<file path="config.mk">
export PLATFORM = sky130hd
export DESIGN_NAME = color_move_ctrl
export DESIGN_NICKNAME = d
export VERILOG_FILES = /design/src/rtl/color_game_pkg.sv /design/src/rtl/cmd_debounce.sv /design/src/rtl/color_move_ctrl.sv
export SDC_FILE = /design/constraint.sdc
export NUM_CORES = 1
export LEC_CHECK = 0
export BUFFER_PORTS_ARGS = -buffer_cell sky130_fd_sc_hd__buf_2
export CAP_MARGIN = 10
export CORE_MARGIN = 8
export CORE_UTILIZATION = 41
export DETAILED_ROUTE_END_ITERATION = 10
export GPL_TIMING_DRIVEN = 0
export PLACE_DENSITY = 0.58
export SYNTH_ARGS = -nofsm -noshare
export SYNTH_HDL_FRONTEND = slang
export SYNTH_SLANG_ARGS = --single-unit
</file>
<file path="constraint.sdc">
create_clock -name clk -period 5.05 [get_ports clk]
set_input_delay 0.505 -clock clk [delete_from_list [all_inputs] [get_ports clk]]
set_output_delay 0.505 -clock clk [all_outputs]
set_load 0.005 [all_outputs]
</file>
<file path="src/rtl/color_game_pkg.sv">
// color_game_pkg: direction codes shared with the colour stage, FSM states and screen geometry
package color_game_pkg;
  localparam logic [1:0] DIR_UP    = 2'b00;
  localparam logic [1:0] DIR_DOWN  = 2'b01;
  localparam logic [1:0] DIR_LEFT  = 2'b10;
  localparam logic [1:0] DIR_RIGHT = 2'b11;
  localparam int SCREEN_W = 640;
  localparam int SCREEN_H = 480;
  typedef enum logic {S_IDLE = 1'b0, S_MOVE = 1'b1} state_t;
endpackage

</file>
<file path="src/rtl/cmd_debounce.sv">
// cmd_debounce: 2-flop synchroniser on the raw command plus a stability filter that
// pulses cmd_accept once a synchronised command has held for STABLE_CYCLES cycles
module cmd_debounce #(
  parameter int STABLE_CYCLES = 4
) (
  input  logic       clk,
  input  logic       rst,
  input  logic       is_move,
  input  logic [1:0] move,
  output logic       cmd_accept,
  output logic       acc_is_move,
  output logic [1:0] acc_move
);
  localparam int CW = $clog2(STABLE_CYCLES + 1);
  logic [2:0]    r_sync1, r_cmd_s;
  logic [CW-1:0] r_stab_cnt;
  logic          w_change;
  // a change is seen as cmd_s is about to take a new value, which keeps latency at STABLE_CYCLES+2
  assign w_change = r_sync1 != r_cmd_s;
  always_ff @(posedge clk or posedge rst) begin
    if (rst) begin
      r_sync1    <= '0;
      r_cmd_s    <= '0;
      r_stab_cnt <= '0;
    end else begin
      r_sync1    <= {is_move, move};
      r_cmd_s    <= r_sync1;
      r_stab_cnt <= w_change ? '0 : (r_stab_cnt == CW'(STABLE_CYCLES)) ? r_stab_cnt : r_stab_cnt + 1'b1;
    end
  end
  assign cmd_accept = !w_change && r_stab_cnt == CW'(STABLE_CYCLES - 1);
  assign {acc_is_move, acc_move} = r_cmd_s;
endmodule

</file>
<file path="src/rtl/color_move_ctrl.sv">
// color_move_ctrl: turns filtered colour-sensor move commands into a clamped sprite
// position stepped at a fixed rate for the VGA renderer
module color_move_ctrl
  import color_game_pkg::*;
#(
  parameter int STABLE_CYCLES = 4,
  parameter int STEP_CYCLES   = 8,
  parameter int STEP          = 2,
  parameter int X_MIN         = 0,
  parameter int X_MAX         = SCREEN_W - 1,
  parameter int Y_MIN         = 0,
  parameter int Y_MAX         = SCREEN_H - 1,
  parameter int X_INIT        = 320,
  parameter int Y_INIT        = 240
) (
  input  logic       clk,
  input  logic       rst,
  input  logic       enable,
  input  logic       is_move,
  input  logic [1:0] move,
  output logic       moving,
  output logic [1:0] dir,
  output logic [9:0] pos_x,
  output logic [9:0] pos_y,
  output logic       edge_hit
);
  localparam int SW = $clog2(STEP_CYCLES);
  localparam logic [10:0] L_STEP = 11'(STEP);
  logic          w_accept, w_acc_is_move;
  logic [1:0]    w_acc_move;
  state_t        r_state, w_state_nx;
  logic [1:0]    r_dir, w_dir_nx;
  logic [SW-1:0] r_step_cnt;
  logic          w_tick, w_run;
  logic [9:0]    r_pos_x, r_pos_y, w_x_nx, w_y_nx;
  logic [10:0]   w_x, w_y;
  logic          r_edge_hit, w_hit_nx;
  logic          w_clamp_up, w_clamp_dn, w_clamp_lt, w_clamp_rt;
  cmd_debounce #(.STABLE_CYCLES(STABLE_CYCLES)) u_debounce (
    .clk        (clk),
    .rst        (rst),
    .is_move    (is_move),
    .move       (move),
    .cmd_accept (w_accept),
    .acc_is_move(w_acc_is_move),
    .acc_move   (w_acc_move)
  );
  always_ff @(posedge clk or posedge rst) begin
    if (rst) begin
      r_state    <= S_IDLE;
      r_dir      <= DIR_UP;
      r_step_cnt <= '0;
      r_pos_x    <= 10'(X_INIT);
      r_pos_y    <= 10'(Y_INIT);
      r_edge_hit <= 1'b0;
    end else begin
      r_state    <= w_state_nx;
      r_dir      <= w_dir_nx;
      r_step_cnt <= w_run ? (w_tick ? '0 : r_step_cnt + 1'b1) : '0;
      r_pos_x    <= w_x_nx;
      r_pos_y    <= w_y_nx;
      r_edge_hit <= w_hit_nx;
    end
  end
  always_comb begin
    w_state_nx = r_state;
    w_dir_nx   = r_dir;
    if (w_accept) begin
      w_state_nx = w_acc_is_move ? S_MOVE : S_IDLE;
      w_dir_nx   = w_acc_is_move ? w_acc_move : r_dir;
    end
  end
  // the tick uses the pre-acceptance dir and still fires on the edge a stop is accepted
  assign w_tick = r_state == S_MOVE && enable && r_step_cnt == SW'(STEP_CYCLES - 1);
  assign w_run  = r_state == S_MOVE && w_state_nx == S_MOVE && enable;
  assign w_x = {1'b0, r_pos_x};
  assign w_y = {1'b0, r_pos_y};
  assign w_clamp_up = w_y < 11'(Y_MIN + STEP);
  assign w_clamp_dn = w_y + L_STEP > 11'(Y_MAX);
  assign w_clamp_lt = w_x < 11'(X_MIN + STEP);
  assign w_clamp_rt = w_x + L_STEP > 11'(X_MAX);
  always_comb begin
    w_x_nx   = r_pos_x;
    w_y_nx   = r_pos_y;
    w_hit_nx = 1'b0;
    if (w_tick) begin
      case (r_dir)
        DIR_UP: begin
          w_y_nx   = w_clamp_up ? 10'(Y_MIN) : 10'(w_y - L_STEP);
          w_hit_nx = w_clamp_up;
        end
        DIR_DOWN: begin
          w_y_nx   = w_clamp_dn ? 10'(Y_MAX) : 10'(w_y + L_STEP);
          w_hit_nx = w_clamp_dn;
        end
        DIR_LEFT: begin
          w_x_nx   = w_clamp_lt ? 10'(X_MIN) : 10'(w_x - L_STEP);
          w_hit_nx = w_clamp_lt;
        end
        DIR_RIGHT: begin
          w_x_nx   = w_clamp_rt ? 10'(X_MAX) : 10'(w_x + L_STEP);
          w_hit_nx = w_clamp_rt;
        end
      endcase
    end
  end
  assign moving   = r_state == S_MOVE;
  assign dir      = r_dir;
  assign pos_x    = r_pos_x;
  assign pos_y    = r_pos_y;
  assign edge_hit = r_edge_hit;
endmodule

</file>
==> flow_summary.ini <==
[setup_path]
worstSetupPathType = flop to flop
worstSetupEndpointType = flop
start_kind = flop
r2r-end = edge_hit
ff2ff_setup_slack_ps = 2430
cpMaxStageDelayCell = a2111oi_0
cp_max_fo = 10
cp_slowest_stage_delay_ps = 540
cp_data_required_time_ps = 5240
arrival_ps = 2800
cp_cell_sequence = clkbuf_1 -> inv_1 -> ha_1 -> a2111oi_0 -> o211ai_1 -> a21o_1 -> a311oi_2
reg2reg_depth = 7
rr_startpoint = pos_y[1]

[yosys]
synth_compound_area_share_pct = 23.2
synth_cell_types = 58
synth_top_family_by_area = simple AND/OR/NAND/NOR gates
yosys_register_bits = 36
ys.flop_type = dfrtp_1
synth-simple-area-share_pct = 23.4
yosys_warnings = 0
syn_nets = 311
syn_area_mm2 = 0.00252
synth_edf_count = 0
synth-xor-area-share_pct = 4.53
synth_cells = 294
synthAdderAreaFrac_pct = 5.47
postSynthAreaPerCell_um2 = 8.56
ys_seq_area_share_pct = 36.1
ys_async_sr_fraction_pct = 100
synthMuxAreaShare_pct = 2.14

[drt]
dr.pass1.iters = 5
drc = 0
num_vias = 2300
dr.first_iter.drc_count = 172
wl_per_cell_um = 15.3
wl_um = 6210
viasPerCell = 5.67
ant_nets = 0

[final_layout]
stdcell_count = 406
drive_gt1_share_pct = 18.1
nets = 347
syn2layout_area_growth_pct = 13.2
fin_area_mm2 = 0.00285
num_antenna_cells = 0

[run_status]
status = finished, final reports clean

[sta]
rsz0062_at_grt = false
max-slew-margin-rel_pct = 48.7
slew_violations = 0
final.period_utilization_pct = 51.8
worst_clock_skew_ps = 2.65
clock.fmax_mhz = 382
setup_viol = 0
whs_ps = 321
fin_setup_tns_ps = 0
tightestPinTransition_ps = 769
period_needed_ps = 2620
finalHoldViolations = 0

[cts]
post_cts_buffers = 0
ctsHoldBuffers = 0
clock_path_buffers = 2
cts_made_buffers = 5
cts_tree = yes
clk_latency_ps = 280
cts_num_sinks = 36
root_buffer = clkbuf_8
htree_levels = 2
post_cts_resized = 0
clk_pin_slew_ps = 70

[placed_design]
place_inst = 398
place_area_mm2 = 0.00276
io_buffer_count = 29
dp_hpwl_um = 4580
gp_congestion = 0.905

[run]
drv_cap = 0

[min_path]
hold_start = is_move
hold_depth = 1
hp-class = input port to flop
hold_end = u_debounce.r_sync1[2]

[floorplan]
die_h_um = 94.3
core_area_mm2 = 0.00592
io_pins = 30
initial_core_util_pct = 42.5
num_rows = 28
dieArea_mm2 = 0.00890
die_w_um = 94.3

[grt]
globalRoute.totalOverflow = 0
antenna_found_initial = 0
grt_pass1_wl_um = 10600
grt_use_total_pct = 14.7
first_global_vias = 2150
grt_start_max_net_pins = 37

[pwr]
peakVddDrop_v = 0.000168
p_leak_nw = 1.17
power.density_mw_per_mm2 = 185
power.total_mw = 0.527
## final cells by class
class | count | area, um^2
inverters | 13 | 48.8
plain buffers | 19 | 80.1
fillers | 578 | 3070
multi-input cells | 226 | 1480
clock inverters | 1 | 7.51
flip-flops and latches | 36 | 908
well taps | 75 | 93.8
clock buffers | 7 | 86.3
repair buffers | 29 | 145
## layout by cell type, fill, tap and decap left out, types with 7 or more instances in the layout
| master | count |
|---|---|
| buf_2 | 30 |
| dfrtp_1 | 30 |
| nor2_1 | 29 |
| nand2_1 | 25 |
| o21ai_0 | 21 |
| clkbuf_1 | 18 |
| nand3_1 | 17 |
| a21oi_1 | 12 |
| inv_1 | 11 |
| ha_1 | 11 |
| xnor2_1 | 10 |
| a31oi_1 | 10 |
| nor3_1 | 8 |
| nand4_1 | 7 |
## power by group
group	internal, mW	switching, mW	leakage, nW	total (mW)
clock	0.111	0.106	0.0445	0.217
sequential	0.292	0.00273	0.451	0.295
combinational	0.00517	0.0103	0.670	0.0155
total	0.408	0.119	1.17	0.527
## stage by stage
stage               util, %  setup WS [ps]
finish                 48.1           2430
global route           48.1           2240
CTS                    48.1           2450
detailed placement     46.5           2480
global placement       46.5           2470
floorplan                 -           2820
## sequential cells by signal, indices dropped and copies added (netlist names)
name,flops
r_step_cnt,3
pos_x,10
u_debounce.r_cmd_s,3
dir,2
edge_hit,1
u_debounce.r_sync1,3
pos_y,10
moving,1
u_debounce.r_stab_cnt,3
## how the worst max path moves through the flow
stage | startpoint | endpoint | slack, ps
floorplan | pos_y[5] | edge_hit | 2820
detailed placement | pos_y[1] | edge_hit | 2480
CTS | pos_y[1] | edge_hit | 2450
finish | pos_y[1] | edge_hit | 2430
global route | pos_x[2] | pos_x[8] | 2240
global placement | pos_y[5] | edge_hit | 2470
## synthesized netlist by cell type (7+ instances only)
master / count / share of area (%)
clkbuf_1: 17 / 2.5
inv_1: 12 / 1.8
o21ai_0: 21 / 4.2
nand2_1: 25 / 3.7
nand3_1: 17 / 3.4
a31oi_1: 10 / 2.5
nor3_1: 8 / 1.6
nand4_1: 7 / 1.7
ha_1: 11 / 5.5
xnor2_1: 10 / 3.5
a21oi_1: 12 / 2.4
dfrtp_1: 30 / 30
nor2_1: 29 / 4.3
## worst max-delay path, delay by kind of cell (launching register included)
kind            cells  cell delay (ps)
compound gates      4             1250
fa+ha+maj           1              370
buf+inv             2              510
flops               1              400
## kinds of logic after synthesis
logic type	Yosys count
compound gates	83
mux	5
fa+ha+maj	11
flops	36
buf+inv	32
xor+xnor	13
simple gates	114
## layer usage
metal	routed length [um]	global-route usage, %	part of all wire, %
met4	49	3.96	0.79
met3	269	2.86	4.3
met1	3070	20.6	49
met5	0	0	0
met2	2820	22.5	45
Note: power is estimated with default switching activity, not from simulation.
